**src/rtl/spi_ram_arbiter.sv**
```systemverilog
// rtl/spi_ram_arbiter.sv - multi-port SPI slave with mailboxes and a round-robin serial RAM arbiter
// Optional grant timeout: define SPI_RAM_ARBITER_TIMEOUT_EN.
module spi_ram_arbiter #(
   parameter int NUM_PORTS   = 2,
   parameter int BYTE_WIDTH  = 8,
   parameter int SYNC_STAGES = 2
) (
   input  logic                 clk,
   input  logic                 reset,
   input  logic [NUM_PORTS-1:0] port_nss,
   input  logic [NUM_PORTS-1:0] port_sck,
   input  logic [NUM_PORTS-1:0] port_mosi,
   output logic [NUM_PORTS-1:0] port_miso,
   output logic [NUM_PORTS-1:0] port_wait,
   output logic                 ram_nss,
   output logic                 ram_sck,
   output logic                 ram_mosi,
   input  logic                 ram_miso,
   output logic [NUM_PORTS-1:0] timeout_flag
);

   localparam int IDX_W = (NUM_PORTS > 1) ? $clog2(NUM_PORTS) : 1;
   localparam int CNT_W = (BYTE_WIDTH > 2) ? $clog2(BYTE_WIDTH) : 1;
   localparam logic [BYTE_WIDTH-1:0] OP_READ  = BYTE_WIDTH'(1);
   localparam logic [BYTE_WIDTH-1:0] OP_WRITE = BYTE_WIDTH'(2);
   localparam logic [BYTE_WIDTH-1:0] OP_RAM   = BYTE_WIDTH'(3);

   typedef enum logic [2:0] {
      M_OPCODE = 3'd0,
      M_READ   = 3'd1,
      M_WRITE  = 3'd2,
      M_RAM    = 3'd3,
      M_IGNORE = 3'd4
   } mode_t;

   // synchronizer pipelines, one vector per stage covering all ports
   logic [NUM_PORTS-1:0]  nss_pipe  [SYNC_STAGES];
   logic [NUM_PORTS-1:0]  sck_pipe  [SYNC_STAGES];
   logic [NUM_PORTS-1:0]  mosi_pipe [SYNC_STAGES];
   logic [NUM_PORTS-1:0]  sck_q;
   logic [NUM_PORTS-1:0]  s_nss, s_sck, s_mosi, sck_rise, sck_fall;

   // per-port frame state
   mode_t                 mode      [NUM_PORTS];
   mode_t                 mode_nxt  [NUM_PORTS];
   logic [CNT_W-1:0]      bit_cnt   [NUM_PORTS];
   logic [BYTE_WIDTH-2:0] shift_in  [NUM_PORTS];
   logic [BYTE_WIDTH-1:0] tx_shift  [NUM_PORTS];
   logic [BYTE_WIDTH-1:0] mailbox   [NUM_PORTS];
   logic [BYTE_WIDTH-1:0] rx_byte   [NUM_PORTS];
   logic [NUM_PORTS-1:0]  armed, request;
   logic [NUM_PORTS-1:0]  rx_en, byte_done, op_done, req_set;

   // arbiter state
   logic [NUM_PORTS-1:0]  grant, grant_nxt, req_eff;
   logic [IDX_W-1:0]      ptr, ptr_nxt;
   logic                  keep, found;
   logic                  tmo_fire;

   assign s_nss    = nss_pipe[SYNC_STAGES-1];
   assign s_sck    = sck_pipe[SYNC_STAGES-1];
   assign s_mosi   = mosi_pipe[SYNC_STAGES-1];
   assign sck_rise = s_sck & ~sck_q;
   assign sck_fall = ~s_sck & sck_q;
   assign port_wait = request & ~grant;

   // bring the SPI pins into the clk domain; nss resets low so a port must show idle before it is armed
   always_ff @(posedge clk) begin
      if (reset) begin
         for (int k = 0; k < SYNC_STAGES; k++) begin
            nss_pipe[k]  <= '0;
            sck_pipe[k]  <= '0;
            mosi_pipe[k] <= '0;
         end
         sck_q <= '0;
      end else begin
         nss_pipe[0]  <= port_nss;
         sck_pipe[0]  <= port_sck;
         mosi_pipe[0] <= port_mosi;
         for (int k = 1; k < SYNC_STAGES; k++) begin
            nss_pipe[k]  <= nss_pipe[k-1];
            sck_pipe[k]  <= sck_pipe[k-1];
            mosi_pipe[k] <= mosi_pipe[k-1];
         end
         sck_q <= s_sck;
      end
   end

   // per-port byte framing and opcode decode into the next frame mode
   always_comb begin
      for (int i = 0; i < NUM_PORTS; i++) begin
         rx_en[i]     = armed[i] & ~s_nss[i] & (mode[i] != M_IGNORE);
         rx_byte[i]   = {shift_in[i], s_mosi[i]};
         byte_done[i] = rx_en[i] & sck_rise[i] & (bit_cnt[i] == CNT_W'(BYTE_WIDTH-1));
         op_done[i]   = byte_done[i] & (mode[i] == M_OPCODE);
         req_set[i]   = op_done[i] & (rx_byte[i] == OP_RAM);
         mode_nxt[i]  = mode[i];
         if (s_nss[i] || !armed[i]) begin
            mode_nxt[i] = M_OPCODE;
         end else if (tmo_fire && grant[i]) begin
            mode_nxt[i] = M_IGNORE;
         end else if (op_done[i]) begin
            case (rx_byte[i])
               OP_READ:  mode_nxt[i] = M_READ;
               OP_WRITE: mode_nxt[i] = M_WRITE;
               OP_RAM:   mode_nxt[i] = M_RAM;
               default:  mode_nxt[i] = M_IGNORE;
            endcase
         end
      end
   end

   // per-port frame mode register
   always_ff @(posedge clk) begin
      for (int i = 0; i < NUM_PORTS; i++) begin
         if (reset) mode[i] <= M_OPCODE;
         else       mode[i] <= mode_nxt[i];
      end
   end

   // per-port shift, mailbox, request and MISO datapath
   always_ff @(posedge clk) begin
      if (reset) begin
         armed     <= '0;
         request   <= '0;
         port_miso <= '0;
         for (int i = 0; i < NUM_PORTS; i++) begin
            bit_cnt[i]  <= '0;
            shift_in[i] <= '0;
            tx_shift[i] <= '0;
            mailbox[i]  <= '0;
         end
      end else begin
         for (int i = 0; i < NUM_PORTS; i++) begin
            if (s_nss[i]) armed[i] <= 1'b1;
            if (!rx_en[i]) begin
               // idle, aborted or ignored frame: drop any partial byte and request
               bit_cnt[i]   <= '0;
               request[i]   <= 1'b0;
               port_miso[i] <= 1'b0;
            end else begin
               if (sck_rise[i]) begin
                  shift_in[i] <= rx_byte[i][BYTE_WIDTH-2:0];
                  bit_cnt[i]  <= byte_done[i] ? '0 : bit_cnt[i] + CNT_W'(1);
               end
               if (req_set[i]) request[i] <= 1'b1;
               if (tmo_fire && grant[i]) request[i] <= 1'b0;
               if (byte_done[i] && mode[i] == M_WRITE) mailbox[i] <= rx_byte[i];
               if (op_done[i] && rx_byte[i] == OP_READ)
                  tx_shift[i] <= mailbox[(i + 1) % NUM_PORTS];
               case (mode[i])
                  M_READ: begin
                     // rotate so the sampled mailbox repeats on every byte
                     if (sck_fall[i]) begin
                        port_miso[i] <= tx_shift[i][BYTE_WIDTH-1];
                        tx_shift[i]  <= {tx_shift[i][BYTE_WIDTH-2:0], tx_shift[i][BYTE_WIDTH-1]};
                     end
                  end
                  M_RAM:   port_miso[i] <= grant[i] & ram_miso;
                  default: port_miso[i] <= 1'b0;
               endcase
            end
         end
      end
   end

   // round-robin pick; a releasing or timed-out owner has no effective request so it is skipped
   always_comb begin
      keep    = (|(grant & rx_en)) & ~tmo_fire;
      req_eff = req_set | (request & rx_en);
      if (tmo_fire) req_eff = req_eff & ~grant;
      grant_nxt = grant;
      ptr_nxt   = ptr;
      found     = 1'b0;
      if (!keep) begin
         grant_nxt = '0;
         for (int k = 0; k < NUM_PORTS; k++) begin
            if (!found && req_eff[(int'(ptr) + k) % NUM_PORTS]) begin
               found = 1'b1;
               grant_nxt[(int'(ptr) + k) % NUM_PORTS] = 1'b1;
               ptr_nxt = IDX_W'(((int'(ptr) + k) % NUM_PORTS + 1) % NUM_PORTS);
            end
         end
      end
   end

   // grant and round-robin pointer registers
   always_ff @(posedge clk) begin
      if (reset) begin
         grant <= '0;
         ptr   <= '0;
      end else begin
         grant <= grant_nxt;
         ptr   <= ptr_nxt;
      end
   end

   // RAM master pins follow the owner's synchronized pins one clk later; idle when unowned
   always_ff @(posedge clk) begin
      if (reset) begin
         ram_nss  <= 1'b1;
         ram_sck  <= 1'b0;
         ram_mosi <= 1'b0;
      end else begin
         ram_nss  <= ~keep;
         ram_sck  <= keep & (|(grant & s_sck));
         ram_mosi <= keep & (|(grant & s_mosi));
      end
   end

`ifdef SPI_RAM_ARBITER_TIMEOUT_EN
   logic [9:0] idle_cnt;
   logic       owner_edge;

   assign owner_edge = |(grant & (sck_rise | sck_fall));
   assign tmo_fire   = (|grant) & ~owner_edge & (idle_cnt == 10'd1023);

   // count owner clk cycles without an SCK edge; flag the owner when the bound is reached
   always_ff @(posedge clk) begin
      if (reset) begin
         idle_cnt     <= '0;
         timeout_flag <= '0;
      end else begin
         if (grant_nxt != grant || owner_edge || !(|grant)) idle_cnt <= '0;
         else                                               idle_cnt <= idle_cnt + 10'd1;
         for (int i = 0; i < NUM_PORTS; i++) begin
            if (tmo_fire && grant[i]) timeout_flag[i] <= 1'b1;
            else if (op_done[i])      timeout_flag[i] <= 1'b0;
         end
      end
   end
`else
   assign tmo_fire     = 1'b0;
   assign timeout_flag = '0;
`endif

endmodule

```
**config.mk**
```make
export PLATFORM = sky130hd
export DESIGN_NAME = spi_ram_arbiter
export DESIGN_NICKNAME = d
export VERILOG_FILES = /design/src/rtl/spi_ram_arbiter.sv
export SDC_FILE = /design/constraint.sdc
export NUM_CORES = 1
export LEC_CHECK = 0
export CELL_PAD_IN_SITES_DETAIL_PLACEMENT = 1
export CELL_PAD_IN_SITES_GLOBAL_PLACEMENT = 2
export CORE_ASPECT_RATIO = 0.8
export CORE_UTILIZATION = 44
export DETAILED_ROUTE_END_ITERATION = 10
export PLACE_DENSITY_LB_ADDON = 0.2
export SLEW_MARGIN = 30
export SYNTH_ARGS = -nofsm -noshare
export SYNTH_HDL_FRONTEND = slang
export SYNTH_SLANG_ARGS = --single-unit
```
**constraint.sdc**
```tcl
create_clock -name clk -period 6.9 [get_ports clk]
set_clock_uncertainty 0.15 [all_clocks]
set_input_delay 1.38 -clock clk [delete_from_list [all_inputs] [get_ports clk]]
set_output_delay 1.38 -clock clk [all_outputs]
set_load 0.1 [all_outputs]
```
* Word-level counts from Yosys, hierarchy flattened
Memories as Yosys holds them, arrays and structs flattened.
Index checks and enable logic that the tools add are counted.
** Storage, ports and cells
- Register bits after elaboration :: 14
- Latch bits :: 0
- Memory bits (writable) :: 70
- Memory bits (read-only) :: 0
- Bits of input ports :: 9
- Output and inout bits :: 9
- Word-level logic and storage cells :: 212
- Memories kept :: 8
** Memory list
- mailbox :: depth 2, width 8, read ports 2, clocked after Yosys merged registers in 0, wr ports 2, RTL line 49 : logic [BYTE_WIDTH-1:0] mailbox [NUM_PORTS];
- tx_shift :: depth 2, width 8, read ports 2, clocked after Yosys merged registers in 0, wr ports 2, RTL line 48 : logic [BYTE_WIDTH-1:0] tx_shift [NUM_PORTS];
- shift_in :: depth 2, width 7, read ports 2, clocked after Yosys merged registers in 0, wr ports 2, RTL line 47 : logic [BYTE_WIDTH-2:0] shift_in [NUM_PORTS];
- bit_cnt :: depth 2, width 3, read ports 2, clocked after Yosys merged registers in 0, wr ports 2, RTL line 46 : logic [CNT_W-1:0] bit_cnt [NUM_PORTS];
- mode :: depth 2, width 3, read ports 2, clocked after Yosys merged registers in 0, wr ports 2, RTL line 44 : mode_t mode [NUM_PORTS];
- mosi_pipe :: depth 2, width 2, read ports 2, clocked after Yosys merged registers in 0, wr ports 2, RTL line 39 : logic [NUM_PORTS-1:0] mosi_pipe [SYNC_STAGES];
- +2 memories
** Cells by class
- $add $sub $neg :: 4
- Multipliers :: 0
- Divide/modulo/power cells :: 0
- Magnitude comparators :: 4
- Eq/ne operators :: 18
- Shift-type cells :: 0
- Muxes and demuxes :: 91
- Bitwise logic cells :: 54
- Reduce and logical (&&, ||, !) cells :: 21
** Operators with widths (number)
- $mux 1 :: 56
- $mux 8 :: 6
- $mux 3 :: 12
- $eq 8x2->1 const B :: 4
- $or 1x1->1 :: 20
- $mux 2 :: 9
- $pmux 3 s3 :: 2
- $and 1x1->1 :: 16
- $eq 8x1->1 const B :: 2
- $and 2x2->2 :: 7
- $mux 7 :: 2
- $eq 3x2->1 const B :: 4
- $reduce_or 2->1 :: 5
- $logic_and 1x1->1 :: 7
- $add 3x1->3 const B :: 2
- $eq 3x1->1 const B :: 2
- $eq 3x3->1 const B :: 2
- $logic_not 3->1 :: 2
- $ne 3x3->1 const B :: 2
- $not 2->2 :: 3
- $not 1->1 :: 5
- $ne 2x2->1 const B :: 2
- $or 2x2->2 :: 2
- $pmux 1 s2 :: 2
- other kinds (11) :: 16

* Depth between registers and ports, before layout
An unclocked memory read counts as a cell.
- Depth in word-level cells :: 17
- Depth in mapped cells :: 8
- Gate-level depth less buffers :: 7

* Least setup slack after synthesis
Ideal clock, no wire load.
- Kind :: input port to flip-flop
- Start point :: input port reset
- End point :: memory tx_shift[1][0], enable pin
- Library setup time :: 0.328 ns
- Arrival time :: 2.835 ns
- Required time :: 6.422 ns
- Path slack :: 3.587 ns
- Stages on the path :: 4
- Buffers on the path :: 0
- Cell sequence :: or3b_4 -> or3b_4 -> nor3_2 -> or3_1
** RTL lines
- start: declaration :: RTL line 9 : input logic reset,
- end: declaration :: RTL line 48

==> key figures <==
Critical path
  – CP Capture Type: flip-flop
  – Top cell by count, worst path: or3b_4
  – Crit path max fanout: 33
  – CP Cell Sequence: clkdlybuf4s50_1, buf_4, or3b_4, or3b_4, nor3_2, or3_1
  – CP max stage cell: nor3_2
  – CP arrival: 3.79 ns
  – CP required: ~6.8 ns
  – Critical Path Source Type: input pin
  – Top delay family on crit path: simple AND/OR/NAND/NOR gates
  – Slowest cell delay on critical path: around 0.47 ns
  – Worst path buffer plus inverter count: 2
  – WS Path Type: in -> reg

GRT
  – Total congestion overflow: 0
  – First-pass GRT wire length: 11930 um
  – Tot GR Track Use: a little under a fifth
  – Vias in the first global route: roughly 2300
  – Largest net degree at the start of global routing: 34
  – Initial antenna violation count: 0

Layout
  – Cell area after layout: approximately 0.004 mm2
  – Commonest cells after routing, fill and taps aside: 52 x edfxtp_1, 39 x and2_1, 32 x dfxtp_1
  – Synthesis-to-finish area growth: 11.53%
  – Ant diodes: 0
  – Fill count: 876
  – Final #Nets: ~330
  – Multi-input gate area: ~0.0013 mm2
  – Seq. cell area: 0.002202 mm2
  – Final Non-Filler Cells: between 400 and 500
  – Leading cell type in the layout, fill and taps excluded: edfxtp_1
  – Share of layout cells above drive strength 1: under 10%

Place
  – Final GP Congestion: ~0.76
  – Cells after DPL: between 400 and 500
  – Placed Area: between 0.003 and 0.004 mm2
  – DP Wirelength: about 5100 um
  – Input/output buffers: 15

Synthesis
  – Synth Flop Type: edfxtp_1
  – Asr flop ratio synth: 0%
  – Yosys reg bits: 84
  – Post-Synthesis Cells: 302
  – Area of the mapped netlist: around 0.0036 mm2
  – Synth warnings: 0
  – Mean Syn Cell Area: 11.89 um2
  – Post-synthesis sequential area ratio: between 60% and 70%
  – Synth cell types: 54
  – Number of synthesized flops with an enable pin: 52

Clock network
  – CTS buffer count: 9
  – Clock transition at the registers of the reported paths: around 0.08 ns
  – Hold_buf cts: 0
  – Max Buffers Root-to-Sink: 2
  – Clock Root Buffer: clkbuf_8
  – Clk_lat worst skew: roughly 0.36 ns
  – H-tree depth: 3
  – Post-CTS setup buffers: 0
  – Cts repair resizes: 0
  – CTS tree: built
  – Clock Sinks: 84

STA
  – Final period util: a little under three fifths
  – Setup_tns: 0 ns
  – Relative slew slack: around a third
  – Max Slew Vio Count: 0
  – RSZ-0062 raised after global routing: false
  – Final setup fails: 0
  – Final Hold Fails: 0
  – Minimum clock period: between 3 and 4 ns
  – Worst slew pin tran: 0.9715 ns
  – Max Clk Rate: 255.2 MHz

Route
  – DR vias/cell: between 5 and 6
  – Via count of the routed design: between 2000 and 2500
  – WL/cell: around 17 um
  – DRC: 0
  – Routed Antenna Nets: 0
  – Initial drt markers: 47
  – Pre-antenna DRT Iters: 4
  – Final wirelength: 7135 um

Power and ir drop
  – Leak: 1.414 nW
  – Pwr per Cell Area: between 200 and 250 mW/mm2
  – Peak VDD IR: ~0.11 mV
  – PnR Total Power: a little over 0.9 mW

Job
  – Max-cap violations: 0

Outcome
  – Status: completed

Floorplan
  – Initial Util: a little under half
  – Core area: a little under 0.008 mm2
  – Die height: 82.82 um
  – Placement Rows: 29
  – Die width: between 100 and 150 um
  – Floorplan die area: 0.008532 mm2
  – I/O Pins: 18

Min path
  – Hold Path Class: reg -> reg
[worst reg2reg max path: cells and delay by family (launching register included)]
kind                       cells  cell delay (ns)
DFF                            1             0.36
adders and majority gates      2             0.42
and+or+nand+nor                4             1.57
[state kept, by name (all words and copies together) (netlist names)]
name       flops
port_miso      2
sck_pipe       4
ram_sck        1
ptr            1
tx_shift      16
ram_nss        1
sck_q          2
ram_mosi       1
bit_cnt        6
mailbox       16
mode           6
mosi_pipe      4
shift_in      14
grant          2
request        2
nss_pipe       4
armed          2
[path summary, 6_finish.rpt]
path / start / end / slack [ns] / cells past startpoint
min reg2reg: nss_pipe[0][1]$_SDFF_PP0_ / nss_pipe[0][3]$_SDFF_PP0_ / 0.29 / 1
min: nss_pipe[0][1]$_SDFF_PP0_ / nss_pipe[0][3]$_SDFF_PP0_ / 0.29 / 1
max reg2reg: bit_cnt[1][0]$_SDFFCE_PP0P_ / tx_shift[1][1]$_DFFE_PP_ / 4.07 / 6
max: reset / tx_shift[1][1]$_DFFE_PP_ / 2.98 / 6
[logic make-up (layout without fill, tap and decap cells)]
kind of cell	count (synthesis)	count (layout)	share of synthesized area, %
flops	84	84	61.30
compound gates	43	43	8.464
simple gates	151	151	25.71
other cells	1	2	0.1044
mux	2	2	0.5573
fa+ha+maj	4	4	1.393
buf+inv	17	36	2.473
[layout make-up]
class | count | share of cell area [%]
Sequential cell | 84 | 54.97
Multi-Input combinational cell | 202 | 32.70
Timing Repair Buffer | 16 | 3.935
Tap cell | 108 | 3.373
Clock buffer | 11 | 3.279
Clock inverter | 4 | 1.280
Inverter | 5 | 0.4685
[stage by stage]
step           setup slack [ns]  utilization (%)  hold slack [ns]
2_1_floorplan             3.587                -           0.2638
4_1_cts                   3.000            50.59           0.2954
6_report                  2.981            50.65           0.2905
3_3_place_gp              2.652            48.28           0.2674
5_1_grt                   2.826            50.65           0.3082
3_5_place_dp              2.623            48.28           0.2753
[metal layers]
metal | track usage (%) | wire, um
met3 | 4.966 | 173
met1 | 26.12 | 3619
met5 | 0 | 0
met2 | 28.61 | 3242
met4 | 6.530 | 99
[synthesized netlist by cell type (3+ instances only)]
library cell,number,share of area [%]
or3_1,3,0.52
nor2_1,23,2.4
a31oi_1,3,0.52
nor3_1,4,0.56
nor4_1,3,0.52
nor2b_1,15,2.6
nor3b_1,4,0.84
nor4b_1,6,1.5
a31o_1,8,2.0
a21oi_1,8,1.1
and2_1,39,6.8
edfxtp_1,52,43
clkbuf_1,6,0.63
nor4bb_1,3,0.84
ha_1,4,1.4
nand2b_1,3,0.52
o21ai_1,8,1.1
o21ai_0,3,0.42
inv_1,5,0.52
nand3b_1,4,0.84
nand2_1,26,2.7
dfxtp_1,32,18
[report_power, final]
group / total [mW] / switching, mW / internal (mW)
Combinational: 0.0328 / 0.0213 / 0.0115
Sequential: 0.555 / 0.00927 / 0.546
Clock: 0.337 / 0.171 / 0.166
Total: 0.925 / 0.202 / 0.723
(Power assumes the default switching activity.)
